`src/rtl/add3_slice_sequencer.sv`:
```
// -----------------------------------------------------------------------------
// add3_slice_sequencer
//
// Purpose
//   Multi-cycle three-operand adder: out_sum = (in_a + in_b + in_c) mod 2^WIDTH.
//   One SLICE-bit, 3-input adder slice is reused for every slice of the
//   operands. The slices are processed LSB first, one per cycle. A 2-bit carry
//   is passed from one slice to the next.
//   Sits between an operand producer and a result consumer, with valid/ready
//   on both sides.
//
// Handshake
//   A transfer happens on a rising clk edge where valid and ready are both
//   high. in_ready, out_valid and busy are decoded from the state register
//   only, so there is no combinational path from in_valid or out_ready to any
//   output. The producer may hold in_valid high while in_ready is low; the
//   operands are ignored until in_ready is high.
//
// Parameters
//   WIDTH  operand/result width; must be a multiple of SLICE and >= SLICE
//   SLICE  bits added per cycle by the shared slice
//
// Ports
//   clk        in   1      clock, rising edge
//   rst        in   1      synchronous reset, active-high
//   in_valid   in   1      operand triple valid
//   in_ready   out  1      block can accept operands (IDLE only)
//   in_a/b/c   in   WIDTH  operands
//   out_valid  out  1      out_sum valid (DONE only)
//   out_ready  in   1      consumer accepts result
//   out_sum    out  WIDTH  registered result (partial outside DONE)
//   busy       out  1      high in RUN or DONE
//   ovf        out  1      final carry nonzero (only when ADD3SEQ_OVF_EN is defined)
//
// Configuration macro
//   ADD3SEQ_OVF_EN  adds the ovf port and its flop. Without it, the final
//                   carry is discarded.
//
// The FSM state register 'state' is kept as a named, enum-typed signal so that
// checkers can bind to it hierarchically.
// -----------------------------------------------------------------------------
module add3_slice_sequencer #(
   parameter int WIDTH = 16,
   parameter int SLICE = 4
) (
   input  logic             clk,
   input  logic             rst,
   input  logic             in_valid,
   output logic             in_ready,
   input  logic [WIDTH-1:0] in_a,
   input  logic [WIDTH-1:0] in_b,
   input  logic [WIDTH-1:0] in_c,
   output logic             out_valid,
   input  logic             out_ready,
   output logic [WIDTH-1:0] out_sum,
   output logic             busy
`ifdef ADD3SEQ_OVF_EN
   ,
   output logic             ovf
`endif
);

   // Slice count and index counter width (at least one bit).
   localparam int NSL = (SLICE > 0) ? (WIDTH / SLICE) : 1;
   localparam int IW  = (NSL > 1) ? $clog2(NSL) : 1;
   localparam logic [IW-1:0] LAST_IDX = IW'(NSL - 1);

   // Reject configurations that cannot be split into whole slices.
   generate
      if (SLICE < 1 || WIDTH < SLICE || (WIDTH % SLICE) != 0) begin : g_bad_cfg
         $error("add3_slice_sequencer: WIDTH must be a nonzero multiple of SLICE");
      end
   endgenerate

   typedef enum logic [1:0] {
      ST_IDLE = 2'd0,
      ST_RUN  = 2'd1,
      ST_DONE = 2'd2
   } state_t;

   state_t           state;
   logic [WIDTH-1:0] a_q;
   logic [WIDTH-1:0] b_q;
   logic [WIDTH-1:0] c_q;
   logic [1:0]       carry;
   logic [IW-1:0]    idx;

   // Shared slice: three SLICE-bit operands plus a carry of 0..2.
   // The largest sum is 3*(2^SLICE-1)+2, which fits in SLICE+2 bits.
   // The upper two bits are the carry into the next slice.
   function automatic logic [SLICE+1:0] add3_slice(
      input logic [SLICE-1:0] a,
      input logic [SLICE-1:0] b,
      input logic [SLICE-1:0] c,
      input logic [1:0]       cin
   );
      return {2'b00, a} + {2'b00, b} + {2'b00, c} + {{SLICE{1'b0}}, cin};
   endfunction

   logic [SLICE-1:0] sl_a;
   logic [SLICE-1:0] sl_b;
   logic [SLICE-1:0] sl_c;
   logic [SLICE+1:0] sl_sum;

   // Select the current slice of each captured operand.
   always_comb begin
      sl_a   = a_q[int'(idx) * SLICE +: SLICE];
      sl_b   = b_q[int'(idx) * SLICE +: SLICE];
      sl_c   = c_q[int'(idx) * SLICE +: SLICE];
      sl_sum = add3_slice(sl_a, sl_b, sl_c, carry);
   end

   // Outputs are pure decodes of the state register.
   assign in_ready  = (state == ST_IDLE);
   assign out_valid = (state == ST_DONE);
   assign busy      = (state == ST_RUN) || (state == ST_DONE);

   always_ff @(posedge clk) begin
      if (rst) begin
         state   <= ST_IDLE;
         a_q     <= '0;
         b_q     <= '0;
         c_q     <= '0;
         carry   <= '0;
         idx     <= '0;
         out_sum <= '0;
`ifdef ADD3SEQ_OVF_EN
         ovf     <= 1'b0;
`endif
      end else begin
         case (state)
            ST_IDLE: begin
               if (in_valid) begin
                  // Operands are captured here and held unchanged until the
                  // next accept, so port changes during RUN have no effect.
                  a_q     <= in_a;
                  b_q     <= in_b;
                  c_q     <= in_c;
                  carry   <= '0;
                  idx     <= '0;
                  out_sum <= '0;
`ifdef ADD3SEQ_OVF_EN
                  ovf     <= 1'b0;
`endif
                  state   <= ST_RUN;
               end
            end

            ST_RUN: begin
               out_sum[int'(idx) * SLICE +: SLICE] <= sl_sum[SLICE-1:0];
               carry <= sl_sum[SLICE+1:SLICE];
               if (idx == LAST_IDX) begin
                  idx   <= '0;
                  state <= ST_DONE;
`ifdef ADD3SEQ_OVF_EN
                  // The carry out of the top slice is nonzero exactly when
                  // the true three-operand sum does not fit in WIDTH bits.
                  ovf   <= (sl_sum[SLICE+1:SLICE] != 2'b00);
`endif
               end else begin
                  idx <= idx + 1'b1;
               end
            end

            ST_DONE: begin
               // Result and ovf are held until the consumer takes them.
               if (out_ready) begin
                  state <= ST_IDLE;
`ifdef ADD3SEQ_OVF_EN
                  ovf   <= 1'b0;
`endif
               end
            end

            default: begin
               state <= ST_IDLE;
            end
         endcase
      end
   end

endmodule

```
`config.mk`:
```
export PLATFORM = sky130hd
export DESIGN_NAME = add3_slice_sequencer
export DESIGN_NICKNAME = d
export VERILOG_FILES = /design/src/rtl/add3_slice_sequencer.sv
export SDC_FILE = /design/constraint.sdc
export NUM_CORES = 1
export LEC_CHECK = 0
export ABC_CLOCK_PERIOD_IN_PS = 4240
export CORE_MARGIN = 4
export CORE_UTILIZATION = 40
export DETAILED_ROUTE_END_ITERATION = 16
export PLACE_DENSITY = 0.69
export SKIP_CTS_REPAIR_TIMING = 1
export SLEW_MARGIN = 30
export SYNTH_ARGS = -nofsm -noshare
export SYNTH_HDL_FRONTEND = slang
export SYNTH_SLANG_ARGS = --single-unit
```
`constraint.sdc`:
```
create_clock -name clk -period 4.24 [get_ports clk]
set_input_delay 0.848 -clock clk [delete_from_list [all_inputs] [get_ports clk]]
set_output_delay 0.848 -clock clk [all_outputs]
set_load 0.1 [all_outputs]
```
# ---- After elaboration in Yosys (flattened, before gate mapping)
# Cells that the tools add are included.
# Widths: inputs -> output; s select.
dict set report word_totals {
  register_bits 70
  out_inout_bits 19
  wordCells 40
  in_bits 52
}
dict set report op_classes {
  reduce_logical 6
  n_addsub 5
  shift 5
  eq_ne 6
  mux 11
}
# operator n
set op_table {}
lappend op_table {{$shiftx 16x5->4} 3}
lappend op_table {{$neg 4->33} 1}
lappend op_table {{$shift 4x33->16 const A} 1}
lappend op_table {{$shiftx 4x33->16} 1}
lappend op_table {{$pmux 16 s2} 1}
lappend op_table {{$bwmux 16} 1}
lappend op_table {{$mux 16} 1}
lappend op_table {{$mux 2} 5}
lappend op_table {{$pmux 2 s2} 2}
lappend op_table {{$add 5x4->6} 1}
lappend op_table {{$add 6x2->6} 1}
lappend op_table {{$pmux 2 s3} 1}
lappend op_table {{$add 4x4->5} 1}
lappend op_table {{$eq 2x2->1 const B} 2}
lappend op_table {{$ne 2x1->1 const B} 2}
lappend op_table {{$reduce_and 2->1} 2}
lappend op_table {{$reduce_and 3->1} 1}
lappend op_table {{$add 2x1->2 const B} 1}
lappend op_table {{$eq 2x1->1 const B} 1}
lappend op_table {{$logic_not 2->1} 1}
lappend op_table {{$ne 2x2->1 const B} 1}
lappend op_table {{$reduce_bool 2->1} 1}
lappend op_table {{$logic_or 1x1->1} 1}

# ---- Depth between registers and ports, before layout
# Gate-level depths: netlist of the first run.
dict set report depth {
  depth_word 7
  mapped_depth 14
}

# ---- Least setup slack after synthesis of the first run
# Ideal clock, no wire load.
dict set report synth_path {
  path_type {reg2reg}
  from {register idx[0]}
  to {register out_sum[11]}
  path_buffers 2
  arrival_time_ps 3368
  setup_ps 70
  stages_incl_launch_ff 14
  required_time_ps 4170
  synth_period_minus_slack_ps 3438
  path_slack_ps 802
  cell_sequence {dfxtp_1 > buf_2 > buf_2 > mux4_2 > fa_1 > inv_1 > fa_1 > inv_1 > ha_1 > inv_1 > fa_1 > xnor2_1 > nand3_1 > a21oi_1}
}
dict set report synth_between {
  elab_chain_len 7
  elab_cells_between_ends 11
}
# element line_no
set synth_rtl {}
lappend synth_rtl {{start, declared} 86} ;# logic [IW-1:0] idx;
lappend synth_rtl {{start signal, assigned} 161} ;# idx <= idx + 1'b1;
lappend synth_rtl {{$shiftx 16x5->4, on equally long branches} {107, 108}}
lappend synth_rtl {{$add 4x4->5} 97} ;# return {2'b00, a} + {2'b00, b} + {2'b00, c} + {{SLICE{1'b0}}, cin};
lappend synth_rtl {{$add 5x4->6} 97}
lappend synth_rtl {{$add 6x2->6} 97}
lappend synth_rtl {{$shiftx 4x33->16} 150} ;# out_sum[int'(idx) * SLICE +: SLICE] <= sl_sum[SLICE-1:0];
lappend synth_rtl {{$bwmux 16 *} 150}
lappend synth_rtl {{$pmux 16 s2 *} 131} ;# case (state)
lappend synth_rtl {{end signal, assigned by index} 150}
lappend synth_rtl {{end, declared} 55} ;# output logic [WIDTH-1:0] out_sum,
# Mark *: on every way between the ends. The rest lies on a longest branch, timed or not.
# A chain may end at the register's enable or synchronous reset.

# ---- Worst setup path after layout of the first run
# Ends and elaborated chain as after synthesis.

==> impl_results.md, run 1 <==
- VDD IR-drop max: 168 uV
- Min-delay src: a_q[14]
- Avg Cell Area, Syn: 8.88 um^2
- Sequential-to-total area share from yosys stat: 44.0%
- Drt initial violations: 124
- HP Class: reg2reg
- Worst-Skew Late Latency: 350 ps
- Min-Delay Endpoint: a_q[14]
- Clk buf depth: 2
- Tmin final: 3700 ps
- Wirelength, routed: 7.17 mm
- FILL cells: between 700 and 800
- Synth warn: 0
- Drt pass-1 iters: 5
- Drt wl/cell: around 13 um
- Synth-to-Final Area Change: 31.7%
- Num CTS Buffers: 9
- H-tree depth: 3
- Worst slew pin tran: 972 ps
- Post-route cell area: ~0.0042 mm^2
- Critical path startpoint category: register
- Core Box Area: 0.00773 mm^2
- Worst-path fanout max: 10
- First-pass GRT wire length: 12.0 mm
- Congestion Overflow GR: 0
- Antenna Cells: 0
- Number of flops mapped to enable cells by yosys: 0
- Max Clock Freq: 270 MHz
- Slew headroom: 35.0%
- WP data required: 4510 ps
- CTS Sinks: 70
- Slack of the critical path: 542 ps
- Vias/cell: 4.95
- Main synth FF type: dfxtp_1
- Syn nets: 431
- Cell Chain, Critical Path: buf_4, mux4_2, fa_1, inv_1, fa_1, inv_1, ha_1, inv_1, fa_1, xnor2_1, nand3_1, a21oi_1
- Synth cell types: 33
- Pre-CTS setup slack: between 500 and 600 ps
- Vias in the first global route: 2586
- Setup TNS Final: 0 ps
- Port Buf Inserts: 70
- Kind of critical path: reg2reg
- Initial Util: between 40% and 50%
- Critical Path Max Stage Delay: 630 ps
- Core Util, Final: a little over half
- Worst clock skew: 10.0 ps
- Reg2reg path depth: 12
- Final setup fails: 0
- Residual DRC: 0
- Crit path buffers/inverters: 4
- Final Hold Fails: 0
- CP max stage cell: dfxtp_1
- Initial antenna violation count: 0
- Dpl cell area: about 0.004 mm^2
- Post-Syn Area: 0.00319 mm^2
- Unrepaired setup endpoints after global routing: no
- Rows: 32
- FFs w/ async S/R, synth: 0%
- DR vias: 2630
- Die X: 97.3 um
- CP arrival: 3970 ps
- Root Buffer: clkbuf_8
- Slew Viols, Final: 0
- Commonest non-fill, non-tap cell in the layout: nand2_1
- IO Count: 71
- Die Area: about 0.0095 mm^2
- Commonest cells after routing, fill and taps aside: nand2_1 (106), dfxtp_1 (70), clkdlybuf4s50_1 (69), a21oi_1 (59), inv_1 (23)
- Dpl hpwl: 5.47 mm
- Nets: 496
- MaxCap Viol Count: 0
- RD Place Congestion: 0.841
- TritonCTS clock tree: yes
- Kind of cell adding the most delay to the critical path: adder cells
- Largest net degree at the start of global routing: 62
- Seq cells post-synth: 70
- RR Endpoint: out_sum[11]
- Setup crit end kind: register
- PwrDens: slightly above 400 mW/mm^2
- Status: finished clean
- Share of layout cells above drive strength 1: about 8.9%
- WHS Path Cells: 2
- Antenna Violating Nets Remaining: 0
- Final Cycle Share: 87.2%
- Leak: 0.00163 uW
- RR Startpoint: idx[0]
- Die H: 97.3 um
- Clock transition at path regs: ~70 ps
- Cells after Synth: between 300 and 400
- Reg2Reg Setup Slack: roughly 540 ps
- Hold Slack: 455 ps
- GRT Resource Usage Total: approximately 16%
==> through the flow <==
| stage | instances | total power (uW) |
|---|---|---|
| after floorplan | 359 | 999 |
| after global placement | 515 | 1110 |
| after detailed placement | 515 | 1120 |
| after CTS | 531 | 1730 |
| after global routing | 531 | 1800 |
| final | 531 | 1720 |
==> final cells by class <==
| type | instances | area (um^2) | area share [%] |
|---|---|---|---|
| clock inverter | 3 | 65.1 | 1.55 |
| clock buffer | 13 | 169 | 4.02 |
| tap | 102 | 128 | 3.04 |
| inverter | 24 | 90.1 | 2.15 |
| sequential | 70 | 1400 | 33.4 |
| multi-input combinational | 245 | 1620 | 38.5 |
| timing repair buffer | 74 | 728 | 17.3 |
==> sequential cells by signal, summed over array words and instances, names as in the netlist <==
signal and cells:
b_q 16, carry 2, a_q 16, c_q 16, state 2, out_sum 16, idx 2
==> where the power goes <==
group / internal, uW / switching [uW]
Clock: 379 / 237
Sequential: 700 / 28.2
Combinational: 155 / 218
==> metal layers <==
metal,track usage (%),routed length (um),vias up
met5,0,0,-
met4,5.75,123,0
met3,4.88,330,11
met2,25.5,3500,59
met1,19.6,3220,1228
li1,-,-,1332
==> how the worst max path moves through the flow <==
stage / slack, ps / cells past startpoint / to / from
3_5_place_dp: 530 / 12 / out_sum[11] / idx[0]
6_report: 540 / 12 / out_sum[11] / idx[0]
2_1_floorplan: 800 / 13 / out_sum[11] / idx[0]
5_1_grt: 340 / 12 / out_sum[11] / idx[0]
4_1_cts: 510 / 12 / out_sum[11] / idx[0]
3_3_place_gp: 660 / 12 / out_sum[11] / idx[0]
==> cell usage after synthesis (2+ instances only) <==
master    instances  area share, %
a21o_1            2           0.47
a21oi_1          59            9.3
a22o_1           12            3.3
buf_2             4           0.63
clkbuf_1         15            1.8
dfxtp_1          70             44
fa_1              6            3.8
ha_1             14            5.5
inv_1            23            2.7
mux4_2           12            8.5
nand2_1         106             12
nand3_1           5           0.78
nor2_1            7           0.82
o21a_1            2           0.47
o21ai_0           3           0.47
or2b_1            2           0.47
==> worst min-delay path: cells and delay by family (launching register included) <==
kind / cells / cell delay [ps]
AND/OR/NAND/NOR: 1 / 50
AO/OA/AOI/OAI: 1 / 50
flip-flops: 1 / 310
==> logic make-up (layout without fill, tap and decap cells) <==
family          Yosys count  count (layout)  synth area share, %
fa+ha+maj                20              20                 9.26
buf+inv                  44             114                 5.34
mux                      14              14                 9.14
xor+xnor                  2               2                0.550
simple gates            127             127                 16.8
flops                    70              70                 44.0
compound gates           82              82                 14.9
No activity file was read; power rests on OpenSTA's default activity.
==> run 2: changes to the inputs <==
--- a/config.mk
+++ b/config.mk
@@ -5,10 +5,11 @@
 export SDC_FILE = /design/constraint.sdc
 export NUM_CORES = 1
 export LEC_CHECK = 0
-export ABC_CLOCK_PERIOD_IN_PS = 4240
+export ABC_CLOCK_PERIOD_IN_PS = 4500
 export CORE_MARGIN = 4
 export CORE_UTILIZATION = 40
 export DETAILED_ROUTE_END_ITERATION = 16
+export MAX_ROUTING_LAYER = met4
 export PLACE_DENSITY = 0.69
 export SKIP_CTS_REPAIR_TIMING = 1
 export SLEW_MARGIN = 30
==> constraint.sdc (replaced) <==
create_clock -name clk -period 4.5 [get_ports clk]
set_input_delay 0.9 -clock clk [delete_from_list [all_inputs] [get_ports clk]]
set_output_delay 0.9 -clock clk [all_outputs]
set_load 0.1 [all_outputs]
==> run 2 against run 1 <==
Net effect: setup slack improved by 250 ps; total power fell by 3.8%; die area did not move; design area rose by 0.30%; combinational power fell by 5.4%; routed wire length rose by 1.5%; register-to-register slack improved by 250 ps; clock power barely moved; non-clock buffer count did not move; hold slack got worse by 2.3 ps; critical path type unchanged; largest cell class unchanged; largest power group unchanged.
==> impl_results.md, run 2 (synthesis gave the netlist of run 1 again) <==
- Commonest non-fill, non-tap cell in the layout: nand2_1 (unchanged)
- Synth-to-Final Area Change: 32.1% (was 31.7%)
- IO Count: 71 (unchanged)
- Hold Slack: 453 ps (was 455 ps)
- Die H: 97.3 um (unchanged)
- VDD IR-drop max: 157 uV (was 168 uV)
- MaxCap Viol Count: 0 (unchanged)
- Residual DRC: 0 (unchanged)
- Congestion Overflow GR: 0 (unchanged)
- RD Place Congestion: 0.840 (was 0.841)
- Unrepaired setup endpoints after global routing: no (unchanged)
- Largest net degree at the start of global routing: 62 (unchanged)
- DR vias: 2651 (was 2630)
- Die X: 97.3 um (unchanged)
- Num CTS Buffers: 9 (unchanged)
- Final Hold Fails: 0 (unchanged)
- GRT Resource Usage Total: 16.3% (was 15.7%)
- PwrDens: 392 mW/mm^2 (was 409 mW/mm^2)
- Setup TNS Final: 0 ps (unchanged)
- Max Clock Freq: 269 MHz (was 270 MHz)
- Leak: 0.00163 uW (about the same)
- CTS Sinks: 70 (unchanged)
- Setup crit end kind: register (unchanged)
- CP endpoint: out_sum[11] (unchanged)
- H-tree depth: 3 (unchanged)
- RR Startpoint: idx[0] (unchanged)
- Initial antenna violation count: 0 (unchanged)
- Clock transition at path regs: 80 ps (was 70 ps)
- Port Buf Inserts: 70 (unchanged)
- Drt initial violations: 112 (was 124)
- Reg2Reg Setup Slack: 790 ps (was 540 ps)
- Nets: 496 (unchanged)
- Drt wl/cell: 13.7 um (was 13.5 um)
- Slew headroom: 35.0% (about the same)
- CP startpoint: idx[0] (unchanged)
- Critical path startpoint category: register (unchanged)
- Vias in the first global route: 2639 (was 2586)
- Placed instance count: 515 (unchanged)
- Dpl hpwl: 5.48 mm (was 5.47 mm)
- Worst-path fanout max: 10 (unchanged)
- First-pass GRT wire length: 12.1 mm (was 12.0 mm)
- Rows: 32 (unchanged)
- Worst clock skew: 6.39 ps (was 10.0 ps)
- Final setup fails: 0 (unchanged)
- Commonest cells after routing, fill and taps aside: nand2_1 (106), dfxtp_1 (70), clkdlybuf4s50_1 (69), a21oi_1 (59), inv_1 (23) (unchanged)
- Core Box Area: 0.00773 mm^2 (unchanged)
- TritonCTS clock tree: yes (unchanged)
- Wirelength, routed: 7.28 mm (was 7.17 mm)
- Vias/cell: 4.99 (was 4.95)
- WP data required: 4780 ps (was 4510 ps)
- Slew Viols, Final: 0 (unchanged)
- Final Cycle Share: 82.5% (was 87.2%)
- FILL cells: 710 (was 708)
- Final total power: 1650 uW (was 1720 uW)
- Kind of critical path: reg2reg (unchanged)
- Drt pass-1 iters: 4 (was 5)
- Initial Util: 41.3% (unchanged)
- Antenna Cells: 0 (unchanged)
- Worst-Skew Late Latency: 350 ps (about the same)
- Reg2reg path depth: 12 (unchanged)
- Root Buffer: clkbuf_8 (unchanged)
- Die Area: 0.00946 mm^2 (unchanged)
- CP arrival: 3990 ps (was 3970 ps)
- Share of layout cells above drive strength 1: 9.09% (was 8.86%)
- Status: finished clean (unchanged)
- HP Class: reg2reg (unchanged)
- Layout Cells excl Fill: 531 (unchanged)
- Worst slew pin tran: 972 ps (about the same)
- Tmin final: 3710 ps (was 3700 ps)
- RR Endpoint: out_sum[11] (unchanged)
- Clk buf depth: 2 (unchanged)
- Antenna Violating Nets Remaining: 0 (unchanged)
==> run 2: changes by cell type in the layout (fill, tap and decap cells not counted) <==
cell / change
clkbuf_1: -1
clkbuf_8: -3
clkinv_2: -1
clkinvlp_4: +2
bufinv_16: +1
clkinv_4: +2
==> run 2: worst max-delay path, stage by stage, from the launching register on <==
cell     delay (ps)
dfxtp_1         640
buf_4           300
mux4_2          540
fa_1            380
inv_1            80
fa_1            420
inv_1            70
ha_1            160
inv_1            50
fa_1            390
xnor2_1         340
nand3_1         120
a21oi_1         150
==> run 2: report_power, final <==
part | internal [uW] | total [uW] | switching, uW | leakage, uW
combinational | 146 | 352 | 207 | 0.000939
clock | 370 | 613 | 244 | 0.000116
sequential | 659 | 686 | 26.4 | 0.000572
total | 1170 | 1650 | 477 | 0.00163
==> run 2: through the flow <==
stage | utilization [%] | setup WS, ps | cell area, um^2
4_1_cts | 54.5 | 758 | 4210
5_1_grt | 54.5 | 485 | 4210
3_5_place_dp | 51.3 | 767 | 3960
3_3_place_gp | 51.3 | 917 | 3960
2_1_floorplan | - | 1060 | 3190
6_report | 54.5 | 788 | 4210
==> run 2: layout make-up <==
type	instances	area, um^2	share of cell area [%]
clock buffer	9	124	2.94
clock inverter	7	123	2.91
inverter	24	90.1	2.14
multi-input combinational	245	1620	38.4
sequential	70	1400	33.3
tap	102	128	3.03
timing repair buffer	74	728	17.3
==> run 2: routing by layer <==
metal,up-vias,routed length [um],global-route usage [%]
li1,1328,-,-
met1,1242,3330,20.0
met2,62,3460,25.5
met3,19,283,3.73
met4,0,198,8.20
met5,-,0,-
==> run 2: worst min-delay path by stage <==
stage / from / end / cells after the start
CTS: out_sum[9] / out_sum[9] / 2
detailed placement: out_sum[9] / out_sum[9] / 2
floorplan: carry[1] / carry[1] / 2
global route: c_q[4] / c_q[4] / 2
finish: out_sum[9] / out_sum[9] / 2
global placement: b_q[4] / b_q[4] / 2
==> run 3: changes to the inputs <==
--- a/config.mk
+++ b/config.mk
@@ -5,7 +5,7 @@
 export SDC_FILE = /design/constraint.sdc
 export NUM_CORES = 1
 export LEC_CHECK = 0
-export ABC_CLOCK_PERIOD_IN_PS = 4500
+export ABC_CLOCK_PERIOD_IN_PS = 3600
 export CORE_MARGIN = 4
 export CORE_UTILIZATION = 40
 export DETAILED_ROUTE_END_ITERATION = 16
==> constraint.sdc (replaced) <==
create_clock -name clk -period 3.6 [get_ports clk]
set_input_delay 0.72 -clock clk [delete_from_list [all_inputs] [get_ports clk]]
set_output_delay 0.72 -clock clk [all_outputs]
set_load 0.1 [all_outputs]
==> run 3 against run 2 <==
Net effect: sequential share of layout area is 0.060 points higher; clock skew up 3.9 ps; fmax rose by 10%; hold slack better by 3.4 ps; sequential power increased by 25%; die area unchanged; largest cell class unchanged.
==> impl_results.md, run 3 (synthesis gave the netlist of run 1 again) <==
- Status: finished clean (unchanged)
- DR vias: 2651 (unchanged)
- Worst clock skew: 10.3 ps (was 6.39 ps)
- Cell Chain, Critical Path: mux4_2, inv_1, fa_1, fa_1, inv_1, ha_1, inv_1, fa_1, xnor2_1, nand3_1, a21oi_1 (was buf_4, mux4_2, fa_1, inv_1, fa_1, inv_1, ha_1, inv_1, fa_1, xnor2_1, nand3_1, a21oi_1)
- GRT Resource Usage Total: 17.0% (was 16.3%)
- Tmin final: 3370 ps (was 3710 ps)
- Leak: 0.00165 uW (was 0.00163 uW)
- Kind of critical path: reg2reg (unchanged)
- IO Count: 71 (unchanged)
- Dpl hpwl: 5.59 mm (was 5.48 mm)
- Setup crit end kind: register (unchanged)
- Initial Util: 41.3% (unchanged)
- CP arrival: 3650 ps (was 3990 ps)
- Nets: 498 (was 496)
- Die H: 97.3 um (unchanged)
- WP data required: 3880 ps (was 4780 ps)
- Worst-Skew Late Latency: 340 ps (was 350 ps)
- PwrDens: 483 mW/mm^2 (was 392 mW/mm^2)
- Drt pass-1 iters: 4 (unchanged)
- CTS Sinks: 70 (unchanged)
- Commonest cells after routing, fill and taps aside: nand2_1 (106), dfxtp_1 (69), clkdlybuf4s50_1 (66), a21oi_1 (59), inv_1 (23) (was nand2_1 (106), dfxtp_1 (70), clkdlybuf4s50_1 (69), a21oi_1 (59), inv_1 (23))
- Die Area: 0.00946 mm^2 (unchanged)
- Share of layout cells above drive strength 1: 10.2% (was 9.09%)
- Kind of cell adding the most delay to the critical path: adder cells (unchanged)
- Unrepaired setup endpoints after global routing: no (unchanged)
- Critical path startpoint category: register (unchanged)
- Commonest non-fill, non-tap cell in the layout: nand2_1 (unchanged)
- Final setup fails: 0 (unchanged)
- Worst-path fanout max: 7 (was 10)
- Initial antenna violation count: 0 (unchanged)
- Worst slew pin tran: 972 ps (about the same)
- Rows: 32 (unchanged)
- Core Box Area: 0.00773 mm^2 (unchanged)
- Post-route cell area: 0.00421 mm^2 (about the same)
- H-tree depth: 3 (unchanged)
- MaxCap Viol Count: 0 (unchanged)
- Wirelength, routed: 7.47 mm (was 7.28 mm)
- VDD IR-drop max: 200 uV (was 157 uV)
- Dpl cell area: 0.00397 mm^2 (was 0.00396 mm^2)
- Antenna Violating Nets Remaining: 0 (unchanged)
- First-pass GRT wire length: 12.8 mm (was 12.1 mm)
- Root Buffer: clkbuf_8 (unchanged)
- Max Clock Freq: 297 MHz (was 269 MHz)
- Vias in the first global route: 2621 (was 2639)
- Drt wl/cell: 14.0 um (was 13.7 um)
- Crit path buffers/inverters: 3 (was 4)
- Die X: 97.3 um (unchanged)
- Hold Slack: 456 ps (was 453 ps)
- TritonCTS clock tree: yes (unchanged)
- Final Hold Fails: 0 (unchanged)
- Antenna Cells: 0 (unchanged)
- Vias/cell: 4.97 (was 4.99)
- FILL cells: 704 (was 710)
- RD Place Congestion: 0.866 (was 0.840)
- Congestion Overflow GR: 0 (unchanged)
- Clk buf depth: 2 (unchanged)
- Synth-to-Final Area Change: 31.9% (was 32.1%)
- Clock transition at path regs: 80 ps (about the same)
- Port Buf Inserts: 70 (unchanged)
- Slew Viols, Final: 0 (unchanged)
- Setup TNS Final: 0 ps (unchanged)
- HP Class: reg2reg (unchanged)
- CP max stage cell: mux4_2 (was dfxtp_1)
- Slew headroom: 35.0% (about the same)
- Drt initial violations: 114 (was 112)
- Final Cycle Share: 93.7% (was 82.5%)
- Critical Path Max Stage Delay: 540 ps (was 640 ps)
- Largest net degree at the start of global routing: 62 (unchanged)
- Residual DRC: 0 (unchanged)
- Num CTS Buffers: 9 (unchanged)
-- run 3: cell types whose count changed in the layout (fill, tap and decap cells not counted), sizes merged --
cell	before	now
buf	5	10
clkinvlp	2	0
clkbuf	9	13
clkinv	2	1
clkdlybuf4s50	69	66
bufinv	3	2
-- run 3: metrics by stage --
step	util (%)	setup slack, ps	power [uW]	std cells
after floorplan	-	162	1180	359
after global placement	51.4	222	1310	517
after detailed placement	51.4	71.1	1320	517
after CTS	54.4	59.7	2050	533
after global routing	54.4	11.9	2140	533
final	54.4	228	2030	533
-- run 3: area by class of cell --
cell class              instances  area (um^2)  share of cell area (%)
multi-input cells             245         1620                    38.4
clock inverters                 3         65.1                    1.55
well taps                     102          128                    3.03
inverters                      24         90.1                    2.14
clock buffers                  13          169                    4.02
flip-flops and latches         70         1400                    33.3
repair buffers                 76          736                    17.5
-- run 3: layer usage --
layer	track usage [%]	part of all wire [%]
met3	4.38	4.2
met1	21.1	46
met2	27.2	48
met4	5.43	1.5
met5	-	0
-- run 3: where the power goes --
part	internal, uW	switching, uW	leakage [uW]
Clock	446	286	0.000120
Sequential	825	33.1	0.000572
Combinational	182	260	0.000953
Total	1450	579	0.00165
-- run 3: worst min-delay path, cell delays in order, from the launching register on --
cell and delay (ps):
dfxtp_1 310, nand2_1 50, a21oi_1 50
-- run 3: final timing paths --
kind,from,to,slack [ps],depth (start not counted)
max,idx[0],out_sum[11],230,11
min,a_q[10],a_q[10],460,2
max reg2reg,idx[0],out_sum[11],230,11
min reg2reg,a_q[10],a_q[10],460,2
